[src/rtl/spi_cmd_regfile_module_if.sv]
// Byte-engine handshake between the SPI shifter and the command layer.
// The master modport is the byte engine; the slave modport is the command layer.
interface spi_cmd_regfile_module_if;
    logic [1:0] iDone;
    logic [7:0] iData;
    logic       oCall;
    logic [7:0] oData;

    modport master (output iDone, output iData, input oCall, input oData);
    modport slave  (input iDone, input iData, output oCall, output oData);
endinterface

[src/rtl/spi_cmd_regfile_module.sv]
// SPI slave command layer: opcode decode, ID readback and auto-incrementing
// burst access to an 8-bit register file. Optional status opcode: SPI_CMD_STATUS_EN.
module spi_cmd_regfile_module #(
    parameter int         NUM_REGS    = 16,
    parameter int         ADDR_W      = 4,
    parameter logic [7:0] ID_BYTE     = 8'hD4,
    parameter int         SYNC_STAGES = 3,
    parameter logic [7:0] REG_RST     = 8'h00
) (
    input  logic                    clk,
    input  logic                    rst,
    input  logic                    ncs,
    spi_cmd_regfile_module_if.slave bus,
    output logic [NUM_REGS*8-1:0]   oRegs,
    output logic                    oWrStb,
    output logic [ADDR_W-1:0]       oWrAddr,
    output logic [7:0]              oWrData
);

    typedef enum logic [2:0] {
        ST_IDLE   = 3'd0,
        ST_DECODE = 3'd1,
        ST_ADDR   = 3'd2,
        ST_WRITE  = 3'd3,
        ST_READ   = 3'd4,
        ST_REPLY  = 3'd5,
        ST_IGNORE = 3'd6
    } state_t;

    state_t                  state_r;
    logic [SYNC_STAGES-1:0]  ncs_sync_r;
    logic                    ncs_t_s;
    logic [7:0]              opcode_r;
    logic                    rd_mode_r;
    logic [ADDR_W-1:0]       ptr_r;
    logic [ADDR_W-1:0]       ptr_next_s;
    logic [ADDR_W-1:0]       addr_in_s;
    logic [7:0]              regs_r [NUM_REGS];
    logic                    call_r;
    logic [7:0]              data_r;
    logic                    wr_stb_r;
    logic [ADDR_W-1:0]       wr_addr_r;
    logic [7:0]              wr_data_r;
    logic                    is_status_op_s;
    logic [7:0]              status_byte_s;

    assign ncs_t_s    = ncs_sync_r[SYNC_STAGES-1];
    assign ptr_next_s = ptr_r + ADDR_W'(1'b1);
    assign addr_in_s  = bus.iData[ADDR_W-1:0];

    assign bus.oCall = call_r;
    assign bus.oData = data_r;
    assign oWrStb    = wr_stb_r;
    assign oWrAddr   = wr_addr_r;
    assign oWrData   = wr_data_r;

    genvar g;
    for (g = 0; g < NUM_REGS; g++) begin : g_flat
        assign oRegs[8*g +: 8] = regs_r[g];
    end

`ifdef SPI_CMD_STATUS_EN
    logic [6:0] err_cnt_r;
    logic       bad_op_r;
    logic       bad_op_s;
    logic       status_clr_s;

    assign is_status_op_s = (opcode_r == 8'hAA);
    assign status_byte_s  = {bad_op_r, err_cnt_r};
    assign bad_op_s       = (state_r == ST_DECODE) && !ncs_t_s && !is_status_op_s &&
                            (opcode_r != 8'h06) && (opcode_r != 8'h03) && (opcode_r != 8'h02);
    assign status_clr_s   = (state_r == ST_REPLY) && !ncs_t_s && bus.iDone[1] && is_status_op_s;

    // Unknown-opcode counter and sticky flag, cleared by the status reply that reports them.
    always_ff @(posedge clk) begin
        if (rst || status_clr_s) begin
            err_cnt_r <= 7'd0;
            bad_op_r  <= 1'b0;
        end else if (bad_op_s) begin
            bad_op_r <= 1'b1;
            if (err_cnt_r != 7'd127) begin
                err_cnt_r <= err_cnt_r + 7'd1;
            end
        end
    end
`else
    assign is_status_op_s = 1'b0;
    assign status_byte_s  = 8'h00;
`endif

    // Chip-select synchroniser; resets to deselected.
    always_ff @(posedge clk) begin
        if (rst) begin
            ncs_sync_r <= '1;
        end else begin
            ncs_sync_r <= {ncs_sync_r[SYNC_STAGES-2:0], ncs};
        end
    end

    // Command FSM with registered byte-engine and write-strobe outputs.
    always_ff @(posedge clk) begin
        if (rst) begin
            state_r   <= ST_IDLE;
            opcode_r  <= 8'h00;
            rd_mode_r <= 1'b0;
            ptr_r     <= '0;
            call_r    <= 1'b0;
            data_r    <= 8'h00;
            wr_stb_r  <= 1'b0;
            wr_addr_r <= '0;
            wr_data_r <= 8'h00;
            for (int k = 0; k < NUM_REGS; k++) begin
                regs_r[k] <= REG_RST;
            end
        end else begin
            wr_stb_r <= 1'b0;
            if (ncs_t_s) begin
                state_r <= ST_IDLE;
                call_r  <= 1'b0;
                data_r  <= 8'h00;
            end else begin
                case (state_r)
                    ST_IDLE: begin
                        if (bus.iDone[0]) begin
                            opcode_r <= bus.iData;
                            state_r  <= ST_DECODE;
                        end
                    end
                    ST_DECODE: begin
                        case (opcode_r)
                            8'h06: begin
                                state_r <= ST_REPLY;
                                call_r  <= 1'b1;
                                data_r  <= ID_BYTE;
                            end
                            8'h03: begin
                                rd_mode_r <= 1'b1;
                                state_r   <= ST_ADDR;
                            end
                            8'h02: begin
                                rd_mode_r <= 1'b0;
                                state_r   <= ST_ADDR;
                            end
                            default: begin
                                if (is_status_op_s) begin
                                    state_r <= ST_REPLY;
                                    call_r  <= 1'b1;
                                    data_r  <= status_byte_s;
                                end else begin
                                    state_r <= ST_IGNORE;
                                end
                            end
                        endcase
                    end
                    ST_ADDR: begin
                        if (bus.iDone[0]) begin
                            ptr_r <= addr_in_s;
                            if (rd_mode_r) begin
                                state_r <= ST_READ;
                                call_r  <= 1'b1;
                                data_r  <= regs_r[addr_in_s];
                            end else begin
                                state_r <= ST_WRITE;
                            end
                        end
                    end
                    ST_WRITE: begin
                        if (bus.iDone[0]) begin
                            regs_r[ptr_r] <= bus.iData;
                            wr_stb_r      <= 1'b1;
                            wr_addr_r     <= ptr_r;
                            wr_data_r     <= bus.iData;
                            ptr_r         <= ptr_next_s;
                        end
                    end
                    ST_READ: begin
                        call_r <= 1'b1;
                        if (bus.iDone[1]) begin
                            ptr_r  <= ptr_next_s;
                            data_r <= regs_r[ptr_next_s];
                        end else begin
                            data_r <= regs_r[ptr_r];
                        end
                    end
                    ST_REPLY: begin
                        if (bus.iDone[1]) begin
                            call_r  <= 1'b0;
                            data_r  <= 8'h00;
                            state_r <= ST_IDLE;
                        end
                    end
                    ST_IGNORE: begin
                        call_r <= 1'b0;
                        data_r <= 8'h00;
                    end
                    default: begin
                        state_r <= ST_IDLE;
                        call_r  <= 1'b0;
                        data_r  <= 8'h00;
                    end
                endcase
            end
        end
    end

endmodule
[src/flat_wrapper.sv]
// flat-port wrapper written by rule: the top's interface ports become plain ports
module spi_cmd_regfile_module_flat 
#(
    parameter int         NUM_REGS    = 16,
    parameter int         ADDR_W      = 4,
    parameter logic [7:0] ID_BYTE     = 8'hD4,
    parameter int         SYNC_STAGES = 3,
    parameter logic [7:0] REG_RST     = 8'h00
)
  (clk, rst, ncs, oRegs, oWrStb, oWrAddr, oWrData, bus_iDone, bus_iData, bus_oCall, bus_oData);
  spi_cmd_regfile_module_if bus_i ();
  input  logic clk;
  input  logic rst;
  input  logic ncs;
  output logic [NUM_REGS*8-1:0] oRegs;
  output logic oWrStb;
  output logic [ADDR_W-1:0] oWrAddr;
  output logic [7:0] oWrData;
  input wire logic [$bits(bus_i.iDone)-1:0] bus_iDone;
  input wire logic [$bits(bus_i.iData)-1:0] bus_iData;
  output wire logic [$bits(bus_i.oCall)-1:0] bus_oCall;
  output wire logic [$bits(bus_i.oData)-1:0] bus_oData;
  assign bus_i.iDone = bus_iDone;
  assign bus_i.iData = bus_iData;
  assign bus_oCall = bus_i.oCall;
  assign bus_oData = bus_i.oData;
  spi_cmd_regfile_module #(.NUM_REGS(NUM_REGS), .ADDR_W(ADDR_W), .ID_BYTE(ID_BYTE), .SYNC_STAGES(SYNC_STAGES), .REG_RST(REG_RST)) u_core (.clk(clk), .rst(rst), .ncs(ncs), .bus(bus_i), .oRegs(oRegs), .oWrStb(oWrStb), .oWrAddr(oWrAddr), .oWrData(oWrData));
endmodule
[config.mk]
export PLATFORM = sky130hd
export DESIGN_NAME = spi_cmd_regfile_module_flat
export DESIGN_NICKNAME = d
export VERILOG_FILES = /design/src/rtl/spi_cmd_regfile_module_if.sv /design/src/rtl/spi_cmd_regfile_module.sv /design/src/flat_wrapper.sv
export SDC_FILE = /design/constraint.sdc
export NUM_CORES = 1
export LEC_CHECK = 0
export ABC_CLOCK_PERIOD_IN_PS = 4350
export CAP_MARGIN = 20
export CORE_ASPECT_RATIO = 1.5
export CORE_MARGIN = 1
export CORE_UTILIZATION = 50
export CTS_CLUSTER_DIAMETER = 150
export DETAILED_ROUTE_END_ITERATION = 8
export GPL_ROUTABILITY_DRIVEN = 0
export PLACE_DENSITY = 0.73
export SETUP_SLACK_MARGIN = 0.02
export SLEW_MARGIN = 20
export SYNTH_ARGS = -nofsm -noshare
export SYNTH_HDL_FRONTEND = slang
export SYNTH_SLANG_ARGS = --single-unit
[constraint.sdc]
create_clock -name clk -period 4.35 [get_ports clk]
set_input_delay 0.87 -clock clk [delete_from_list [all_inputs] [get_ports clk]]
set_output_delay 0.87 -clock clk [all_outputs]
set_load 0.01 [all_outputs]
==> results.ini <==
[sta]
grt_setup_unrepaired = no
fin_setup_tns_ns = 0
report.final.hold_viol_count = 0
final_period_minus_worst_setup_slack_ns = 3.24
worst_clock_skew_ns = 0.0170
post-route-period-util = 0.745
timing.fmax_mhz = 308
headroom_to_the_max_slew_limit = 0.263
worst-slew-pin-transition_ns = 1.10
slew_viol_final = 0
finalSetupViolCount = 0

[routing]
num_vias = 7708
final_antenna_net_count = 0
drt-total-wl_um = 32700
drt_wl_cell_um = 28.1
post_dr_vias_cell = 6.61
drt_iter0_drc = 960
detail_route.first_pass.iterations = 6
drt_drc_violations_left = 0

[critical_path]
worst_ep_arrival_time_ns = 3.58
start_kind = flop
critPathCaptureType = flop
critical_path.cell_chain = inv_1 > ha_2 > mux4_1 > mux4_2 > nand2_1 > nand3_1 > a22o_1
start_to_end_type_of_the_worst_setup_path = reg2reg
critical_path_required_ns = 4.68
crit_start = u_core.ptr_r[1]
worstReg2RegStart = u_core.ptr_r[1]
worst-path-max-fanout = 23
worst_path_dominant_cell_family = multiplexers
worst_path_max_delay_cell = sky130_fd_sc_hd__ha_2
timing.critical_path.slowest_cell_delay_ns = 0.89
path_buf_inv = 1

[yosys]
synth_cell_types = 51
main_area_contributors_after_synthesis = sky130_fd_sc_hd__edfxtp_1 (39%), sky130_fd_sc_hd__mux4_2 (17%), sky130_fd_sc_hd__dfxtp_1 (9.1%)
synth_fp_nets = 776
ys_async_sr_fraction = 0
synth_ff_type = sky130_fd_sc_hd__edfxtp_1
netlist_instances = 759
yosys_synthesis_warning_count = 0
syn_area_um2 = 9880
synth_seq_cells = 173
synth_edf_count = 128
synth.yosys.seq_area_share = 0.480
yosysTopAreaCellShare = 0.389
synth_area_per_cell_um2 = 13.0
yosys.area.top_type = sky130_fd_sc_hd__edfxtp_1

[pwr]
fin_total_pwr_mw = 3.94
power_density_nw_per_um2 = 319
power.leakage_nw = 4.21
vdd.ir_drop.worst_v = 0.000246

[job]
maxCapViolations = 0

[global_route]
grt_pass1_wl_um = 48600
grt_use_total = 0.341
antenna_found_initial = 0
number_of_global_route_vias_before_repair = 7562
grt_overflow = 0
grt_start_max_net_pins = 49

[finish]
diodes = 0
drive_above_1_share = 0.171
regArea_um2 = 4750
multi_input_combinational_cell_area_um2 = 4860
num-fill-cells = 1527
num-nets-final = 914
finish.cell_count_without_fillers = 1166
syn_to_final_growth_pct = 24.9

[place]
post_dp_hpwl_um = 23800
place_inst = 1134
portBuffers = 162

[floorplanning]
dieWidth_um = 117
die_height_um = 174
die_area_um2 = 20300
core_area_um2 = 19200
initial_utilization = 0.514
design.portCount = 163
rows = 62

[clocking]
tritoncts = yes
cts_hold_buffers = 0
max-clock-path-buffers = 2
tritoncts_num_sinks = 173
clock_latency_ns = 0.45
ctsRootBufferMaster = sky130_fd_sc_hd__clkbuf_16
post-cts-setup-buffer-count = 0
htree_depth = 4
tritoncts.num_buffers = 17
number_of_gates_resized_after_cts = 0
clock_transition_at_the_registers_of_the_reported_paths_ns = 0.07

[hold_path]
min_path_type = reg2reg
hp-start = u_core.ncs_sync_r[0]

[run_status]
run_status = finished, final reports clean

state kept, by name (all words and copies together) (netlist names), named ones only:
name               cells
u_core.bus.oData       8
u_core.bus.oCall       1
u_core.oWrAddr         4
u_core.rd_mode_r       1
u_core.oWrStb          1
u_core.ncs_sync_r      3
u_core.oWrData         8
u_core.state_r         3
u_core.regs_r        128
u_core.opcode_r        8
u_core.ptr_r           4
through the flow:
stage	instance area (um2)	setup slack (ns)	utilization	hold WS, ns
CTS	12300	1.13	0.642	0.410
global placement	11700	0.979	0.607	0.394
finish	12300	1.11	0.642	0.409
detailed placement	11700	0.925	0.607	0.396
global route	12300	0.981	0.642	0.423
floorplan	9880	1.07	-	0.389
per-layer routing:
metal  global-route usage  vias to the layer above  part of all wire
met5                    0                        -                 0
met4                0.212                        0             0.065
met3               0.0711                      131              0.10
met2                0.536                      619              0.49
met1                0.427                     3759              0.34
li1                     -                     3199                 -
cells in the mapped netlist (3+ instances only):
cell type and instances:
sky130_fd_sc_hd__mux2i_1 64, sky130_fd_sc_hd__nor2b_1 14, sky130_fd_sc_hd__a211oi_1 11, sky130_fd_sc_hd__nand2b_1 5
sky130_fd_sc_hd__nor4_1 5, sky130_fd_sc_hd__and2_1 115, sky130_fd_sc_hd__ha_1 4, sky130_fd_sc_hd__a21oi_1 12
sky130_fd_sc_hd__edfxtp_1 128, sky130_fd_sc_hd__dfxtp_1 45, sky130_fd_sc_hd__o21ai_0 12, sky130_fd_sc_hd__nand3_1 11
sky130_fd_sc_hd__and3_1 4, sky130_fd_sc_hd__o2111ai_1 3, sky130_fd_sc_hd__a221oi_1 3, sky130_fd_sc_hd__o22ai_1 4
sky130_fd_sc_hd__nor3_1 17, sky130_fd_sc_hd__or2_2 19, sky130_fd_sc_hd__nor2_1 55, sky130_fd_sc_hd__buf_1 5
sky130_fd_sc_hd__a31oi_1 5, sky130_fd_sc_hd__a22oi_1 9, sky130_fd_sc_hd__mux2_2 5, sky130_fd_sc_hd__a22o_1 11
sky130_fd_sc_hd__clkbuf_1 37, sky130_fd_sc_hd__nor3_2 4, sky130_fd_sc_hd__nand2_1 22, sky130_fd_sc_hd__mux4_2 75
sky130_fd_sc_hd__mux4_1 10, sky130_fd_sc_hd__buf_2 14
path summary, 6_finish.rpt:
check                           slack [ns]                   end  cells past startpoint
worst max-delay path                  1.11   u_core.bus.oData[6]                      7
worst min-delay path                  0.41  u_core.ncs_sync_r[1]                      1
worst max register to register        1.11   u_core.bus.oData[6]                      7
worst min register to register        0.41  u_core.ncs_sync_r[1]                      1
logic make-up after synthesis:
family          Yosys count  share of synthesized area
simple gates            283                      0.160
flops                   173                      0.480
mux                     154                      0.268
compound gates           80                     0.0562
buf+inv                  63                     0.0284
fa+ha+maj                 4                    0.00507
xor+xnor                  2                    0.00177
final cells by class:
cell class	count	share of cell area
flip-flops and latches	173	0.384
repair buffers	179	0.141
inverters	3	0.000912
well taps	256	0.0259
clock buffers	20	0.0362
multi-input cells	523	0.394
clock inverters	12	0.0177
cell usage in the layout (no fill, tap or decap), types with 9 or more instances in the layout:
cell                                n
sky130_fd_sc_hd__a211oi_1          11
sky130_fd_sc_hd__a21oi_1           12
sky130_fd_sc_hd__a22o_1            11
sky130_fd_sc_hd__a22oi_1            9
sky130_fd_sc_hd__and2_1           115
sky130_fd_sc_hd__buf_4             17
sky130_fd_sc_hd__clkbuf_16         17
sky130_fd_sc_hd__clkdlybuf4s50_1  160
sky130_fd_sc_hd__dfxtp_1           44
sky130_fd_sc_hd__edfxtp_1         128
sky130_fd_sc_hd__mux2i_1           64
sky130_fd_sc_hd__mux4_1            10
sky130_fd_sc_hd__mux4_2            75
sky130_fd_sc_hd__nand2_1           22
sky130_fd_sc_hd__nand3_1           11
sky130_fd_sc_hd__nor2_1            55
sky130_fd_sc_hd__nor2b_1           14
sky130_fd_sc_hd__nor3_1            16
sky130_fd_sc_hd__o21ai_0           12
sky130_fd_sc_hd__or2_2             19
where the power goes:
group | leakage, nW | total (mW) | switching [mW] | internal [mW]
registers | 1.68 | 1.88 | 0.0668 | 1.81
logic | 2.20 | 0.331 | 0.169 | 0.161
clock network | 0.322 | 1.73 | 0.641 | 1.09
worst register-to-register path: stages, from the launching register on:
cell and delay [ns]:
sky130_fd_sc_hd__dfxtp_1 0.45, sky130_fd_sc_hd__inv_1 0.12, sky130_fd_sc_hd__ha_2 0.89, sky130_fd_sc_hd__mux4_1 0.81, sky130_fd_sc_hd__mux4_2 0.50, sky130_fd_sc_hd__nand2_1 0.08, sky130_fd_sc_hd__nand3_1 0.07, sky130_fd_sc_hd__a22o_1 0.21
No activity file was read; power rests on OpenSTA's default activity.
